===== config.mk =====
export PLATFORM = sky130hd
export DESIGN_NAME = bbox_frame_scheduler
export DESIGN_NICKNAME = d
export VERILOG_FILES = /design/src/rtl/bbox_frame_scheduler.sv
export SDC_FILE = /design/constraint.sdc
export NUM_CORES = 1
export LEC_CHECK = 0
export ABC_AREA = 1
export ABC_CLOCK_PERIOD_IN_PS = 7300
export CAP_MARGIN = 5
export CORE_MARGIN = 4
export CORE_UTILIZATION = 55
export CTS_CLUSTER_DIAMETER = 80
export DETAILED_ROUTE_END_ITERATION = 12
export GPL_TIMING_DRIVEN = 0
export PLACE_DENSITY = 0.8
export REMOVE_ABC_BUFFERS = 1
export SLEW_MARGIN = 5
export SYNTH_ARGS = -nofsm -noshare
export SYNTH_HDL_FRONTEND = slang
export SYNTH_SLANG_ARGS = --single-unit

===== constraint.sdc =====
create_clock -name clk_in -period 7.3 [get_ports clk_in]
set_input_delay 1.46 -clock clk_in [delete_from_list [all_inputs] [get_ports clk_in]]
set_output_delay 1.46 -clock clk_in [all_outputs]
set_load 0.05 [all_outputs]

===== src/rtl/bbox_frame_scheduler.sv =====
// Two-slot bounding-box scheduler: double-buffered box parameters
// committed at vertical blank, one shared outline sprite chosen per line.
module bbox_frame_scheduler #(
  parameter int unsigned STALE_FRAMES = 8
) (
  input  logic        clk_in,
  input  logic        rst_n_in,
  input  logic        new_frame_in,
  input  logic [10:0] hcount_in,
  input  logic [9:0]  vcount_in,
  input  logic        upd_valid_0_in,
  output logic        upd_ready_0_out,
  input  logic [11:0] upd_x_0_in,
  input  logic [10:0] upd_y_0_in,
  input  logic [11:0] upd_xmax_0_in,
  input  logic [10:0] upd_ymax_0_in,
  input  logic        upd_valid_1_in,
  output logic        upd_ready_1_out,
  input  logic [11:0] upd_x_1_in,
  input  logic [10:0] upd_y_1_in,
  input  logic [11:0] upd_xmax_1_in,
  input  logic [10:0] upd_ymax_1_in,
  output logic [11:0] x_out,
  output logic [10:0] y_out,
  output logic [11:0] xmax_out,
  output logic [10:0] ymax_out,
  output logic        box_en_out,
  output logic        slot_sel_out,
  output logic [1:0]  visible_out
);

  typedef enum logic {
    S_IDLE,
    S_COMMIT
  } state_t;

  localparam logic [3:0] STALE_MAX = 4'(STALE_FRAMES);

  state_t r_state;
  logic   r_ready;

  logic [1:0]       w_valid;
  logic [1:0]       w_acc;
  logic [1:0][11:0] w_ux;
  logic [1:0][10:0] w_uy;
  logic [1:0][11:0] w_uxm;
  logic [1:0][10:0] w_uym;

  logic [1:0][11:0] r_sh_x;
  logic [1:0][10:0] r_sh_y;
  logic [1:0][11:0] r_sh_xm;
  logic [1:0][10:0] r_sh_ym;
  logic [1:0][11:0] r_ac_x;
  logic [1:0][10:0] r_ac_y;
  logic [1:0][11:0] r_ac_xm;
  logic [1:0][10:0] r_ac_ym;
  logic [1:0]       r_pend;
  logic [1:0]       r_vis;
  logic [1:0][3:0]  r_stale;

  logic [1:0][11:0] w_sum;
  logic [1:0]       w_cover;
  logic             w_any;
  logic             w_sel;

  logic [11:0] r_x;
  logic [10:0] r_y;
  logic [11:0] r_xm;
  logic [10:0] r_ym;
  logic        r_en;
  logic        r_sel;

  assign w_valid = {upd_valid_1_in, upd_valid_0_in};
  assign w_ux    = {upd_x_1_in, upd_x_0_in};
  assign w_uy    = {upd_y_1_in, upd_y_0_in};
  assign w_uxm   = {upd_xmax_1_in, upd_xmax_0_in};
  assign w_uym   = {upd_ymax_1_in, upd_ymax_0_in};
  assign w_acc   = w_valid & {2{r_ready}};

  // Frame FSM; ready is registered so it tracks IDLE exactly
  always_ff @(posedge clk_in or negedge rst_n_in) begin
    if (!rst_n_in) begin
      r_state <= S_IDLE;
      r_ready <= 1'b0;
    end else begin
      unique case (r_state)
        S_IDLE: begin
          if (new_frame_in) begin
            r_state <= S_COMMIT;
            r_ready <= 1'b0;
          end else begin
            r_ready <= 1'b1;
          end
        end
        S_COMMIT: begin
          r_state <= S_IDLE;
          r_ready <= 1'b1;
        end
      endcase
    end
  end

  // Per-slot shadow capture, commit and staleness tracking
  always_ff @(posedge clk_in or negedge rst_n_in) begin
    if (!rst_n_in) begin
      r_sh_x  <= '0;
      r_sh_y  <= '0;
      r_sh_xm <= '0;
      r_sh_ym <= '0;
      r_ac_x  <= '0;
      r_ac_y  <= '0;
      r_ac_xm <= '0;
      r_ac_ym <= '0;
      r_pend  <= '0;
      r_vis   <= '0;
      r_stale <= '0;
    end else begin
      for (int k = 0; k < 2; k++) begin
        if (r_state == S_COMMIT) begin
          if (r_pend[k]) begin
            r_ac_x[k]  <= r_sh_x[k];
            r_ac_y[k]  <= r_sh_y[k];
            r_ac_xm[k] <= r_sh_xm[k];
            r_ac_ym[k] <= r_sh_ym[k];
            r_pend[k]  <= 1'b0;
            r_stale[k] <= 4'd0;
            r_vis[k]   <= 1'b1;
          end else if (r_stale[k] != STALE_MAX) begin
            r_stale[k] <= r_stale[k] + 4'd1;
            if (r_stale[k] + 4'd1 == STALE_MAX)
              r_vis[k] <= 1'b0;
          end else begin
            r_vis[k] <= 1'b0;
          end
        end else if (w_acc[k]) begin
          r_sh_x[k]  <= w_ux[k];
          r_sh_y[k]  <= w_uy[k];
          r_sh_xm[k] <= w_uxm[k];
          r_sh_ym[k] <= w_uym[k];
          r_pend[k]  <= 1'b1;
        end
      end
    end
  end

  // Line coverage test; 12-bit sums cannot wrap for these widths
  always_comb begin
    w_sum   = '0;
    w_cover = '0;
    for (int k = 0; k < 2; k++) begin
      w_sum[k]   = 12'(vcount_in) + 12'(r_ac_ym[k]);
      w_cover[k] = r_vis[k]
                 & (w_sum[k] >= {r_ac_y[k], 1'b0})
                 & ({1'b0, vcount_in} <= r_ac_ym[k]);
    end
  end

  assign w_any = |w_cover;
  assign w_sel = (&w_cover) ? vcount_in[0] : w_cover[1];

  // Latch the sprite for the whole line at hcount 0
  always_ff @(posedge clk_in or negedge rst_n_in) begin
    if (!rst_n_in) begin
      r_x   <= '0;
      r_y   <= '0;
      r_xm  <= '0;
      r_ym  <= '0;
      r_en  <= 1'b0;
      r_sel <= 1'b0;
    end else if (hcount_in == 11'd0) begin
      r_en  <= w_any;
      r_sel <= w_any & w_sel;
      r_x   <= w_any ? r_ac_x[w_sel]  : 12'd0;
      r_y   <= w_any ? r_ac_y[w_sel]  : 11'd0;
      r_xm  <= w_any ? r_ac_xm[w_sel] : 12'd0;
      r_ym  <= w_any ? r_ac_ym[w_sel] : 11'd0;
    end
  end

  assign upd_ready_0_out = r_ready;
  assign upd_ready_1_out = r_ready;
  assign x_out           = r_x;
  assign y_out           = r_y;
  assign xmax_out        = r_xm;
  assign ymax_out        = r_ym;
  assign box_en_out      = r_en;
  assign slot_sel_out    = r_sel;
  assign visible_out     = r_vis;

endmodule


==> results_dict.tcl <==
set metrics [dict create \
    status "finished clean" \
    yosysTopAreaCell "dfrtp_1" \
    layout_commonest_cell "nand2_1" \
    synth.yosys.seq_area_share 0.5022 \
    gr-total-overflow 0 \
    cp_num_cells 23 \
    crit_top_cell "nand2_1" \
    clock_tree.buffer_depth 3 \
    finalCriticalPeriod_ns 5.801 \
    grt.total_usage 0.2433 \
    post-route-period-util 0.7947 \
    layout.cells.most_common_list "272 x nand2_1, 246 x dfrtp_1, 240 x inv_1" \
    synth_edf_count 0 \
    pin_count 170 \
    wl_per_cell_um 15.83 \
    p_leak_nw 7.774 \
    holdPathEnd "box_en_out$_DFFE_PN0N_" \
    grt_max_degree 118 \
    port_buffers 169 \
    postCtsSetupRepairBufs 0 \
    postCtsResizedCells 0 \
    ctsHtreeMaxLevel 1 \
    r2r_start "r_ac_ym[1]$_DFFE_PN0P_" \
    coreArea_sq_um 21890 \
    maxSlewViolCount 0 \
    skew_ns 0.01076 \
    num_vias 9860 \
    ir_drop_mv 0.2205 \
    antennaDiodeCount 0 \
    setup_violations 0 \
    avgSynthCellArea_sq_um 8.379 \
    yosys-top-cells-area "dfrtp_1 50%, nand2_1 8.4%, inv_1 7.3%" \
    cts_root_buf "clkbuf_16" \
    rsz0062_at_grt "no" \
    arrival_ns 6.21 \
    netlist_area_sq_um 12260 \
    synthCells 1463 \
    clock.fmax_ghz 0.1724 \
    clock-sinks 246 \
    antenna_found_initial 2 \
    postSynth.asyncResetShare 1.000 \
    first_pass_iters 5 \
    area_delta_synth_final_pct 22.11 \
    slowest_delay_ns 0.61 \
    hold_class "register to register" \
    worstSkewPairLatency_ns 0.53 \
    drv_cap 0 \
    vias_per_cell 5.209 \
    die_h_um 157.3 \
    cp.required_ns 7.71 \
    tightest_slew_ns 0.7977 \
    end_kind "register" \
    worstSetupPathType "primary input to register" \
    rows 54 \
    hold_depth 1 \
    drt-initial-drc-count 724 \
    yosys_most_used_dff "dfrtp_1" \
    slowest_stage "nand2_4" \
    wirelength_mm 29.96 \
    power_mw 4.673 \
    reg2reg_depth 23 \
    post_synth_num_cell_types 40 \
    min_from "box_en_out$_DFFE_PN0N_" \
    drc 0 \
    cts_made_buffers 26 \
    grt_first_pass_wirelength_mm 48.91 \
    clkTransAtPathRegs_ns 0.05 \
    ys_ff_latch 246 \
    yosysWarnings 0 \
    hold_violations 0 \
    finalWeightedCongestion 0.8510 \
    start_util 0.5600 \
    cp_cell_sequence "clkdlybuf4s50_1 -> ha_1 -> or2_2 -> nor3_1 -> nand3_1 -> nand3_1 -> xor2_1 -> inv_1 -> ha_1 -> nand2_1 -> inv_1 -> nand2_1 -> nor2_1 -> nand2_1 -> nand3_1 -> nand2_1 -> inv_1 -> nand3_2 -> buf_12 -> nand2_4 -> nand2_1 -> nand3_1 -> nand2_1" \
    grt_pass1_vias 9988 \
    ant_nets 0 \
    r2r_slack_ns 2.51 \
    die_area_sq_um 24740 \
    slew_headroom 0.4677 \
    tritoncts "done" \
    r2r-end "ymax_out[2]$_DFFE_PN0N_" \
    final_nets 1786 \
    cts.hold.buffers_added 0 \
    drive_gt1_frac 0.05766 \
    power_density_nw_per_um2 312.2 \
    hpwl_mm 20.19 \
    synth_top_area_frac 0.5022 \
    die_x_um 157.3 \
    fin_tns_setup_ns 0 \
    crit_path_max_fanout 47 \
    start_kind "primary input" \
    cp_top_family "simple AND/OR/NAND/NOR gates" \
    crit_buf_inv 5 \
]
==> final cells by class <==
type                       instances  area, sq um
clock buffer                      34        710.7
clock inverter                     7        71.32
fill                            1759         6923
inverter                         244        915.9
multi-input combinational        904         4850
sequential                       246         6156
tap                              280        350.3
timing repair buffer             178         1914
==> worst max-delay path by stage <==
stage	startpoint	slack (ns)	endpoint
2_1_floorplan	vcount_in[2]	1.63	x_out[10]$_DFFE_PN0N_
3_3_place_gp	rst_n_in	-5.50	r_sh_xm[0]$_DFFE_PN0P_
3_5_place_dp	vcount_in[1]	0.60	x_out[2]$_DFFE_PN0N_
4_1_cts	vcount_in[1]	1.10	ymax_out[2]$_DFFE_PN0N_
5_1_grt	vcount_in[1]	1.08	ymax_out[2]$_DFFE_PN0N_
6_report	vcount_in[2]	1.50	ymax_out[2]$_DFFE_PN0N_
==> layer usage <==
layer | up-vias | share of wire | track usage
met5 | - | 0.00070 | 0
met4 | 4 | 0.022 | 0.06432
met3 | 59 | 0.053 | 0.03464
met2 | 258 | 0.49 | 0.4240
met1 | 4680 | 0.44 | 0.3219
li1 | 4859 | - | -
==> cell usage after synthesis (all sizes together), types with 3 or more instances <==
| master | instances |
|---|---|
| a31oi | 3 |
| buf | 35 |
| xor2 | 19 |
| inv | 242 |
| a21oi | 122 |
| o21ai | 108 |
| nor2 | 121 |
| dfrtp | 246 |
| nor3 | 7 |
| nand4 | 9 |
| nand2 | 302 |
| ha | 66 |
| mux2 | 6 |
| clkbuf | 34 |
| nand3 | 120 |
==> cell families (layout without fill, tap and decap cells) <==
family / Yosys count / count (layout) / synth area share
muxes: 6 / 6 / 0.005511
xor gates and xnor gates: 21 / 21 / 0.01500
DFF: 246 / 246 / 0.5022
adders and majority gates: 68 / 68 / 0.07063
AOI/OAI and AO/OA: 245 / 245 / 0.1034
buffers and inverters: 313 / 463 / 0.1079
and+or+nand+nor: 564 / 564 / 0.1954
==> report_power, final <==
part / internal [mW] / total (mW) / leakage (nW) / switching, mW
Combinational: 0.613 / 1.67 / 4.43 / 1.05
Sequential: 1.63 / 1.78 / 2.96 / 0.151
Clock: 0.713 / 1.23 / 0.388 / 0.513
Total: 2.96 / 4.67 / 7.77 / 1.72
==> per-stage QoR <==
| stage | hold WS, ns | utilization | cell area, sq um | worst slack [ns] | cells |
|---|---|---|---|---|---|
| floorplan | 0.4530 | - | 11850 | 1.631 | 1394 |
| global placement | 0.4601 | 0.6347 | 13890 | -5.496 | 1843 |
| detailed placement | 0.4658 | 0.6471 | 14170 | 0.6010 | 1851 |
| CTS | 0.4795 | 0.6828 | 14950 | 1.098 | 1892 |
| global route | 0.5004 | 0.6838 | 14970 | 1.078 | 1893 |
| finish | 0.4769 | 0.6838 | 14970 | 1.499 | 1893 |
==> registers in the layout, indices dropped and copies added (netlist names), 12 cells and up <==
register / flops
r_sh_y: 22
r_sh_ym: 22
r_ac_x: 24
xmax_out: 12
r_ac_y: 22
r_ac_ym: 22
r_sh_x: 24
r_ac_xm: 24
r_sh_xm: 24
x_out: 12
Note: power is estimated with default switching activity, not from simulation.
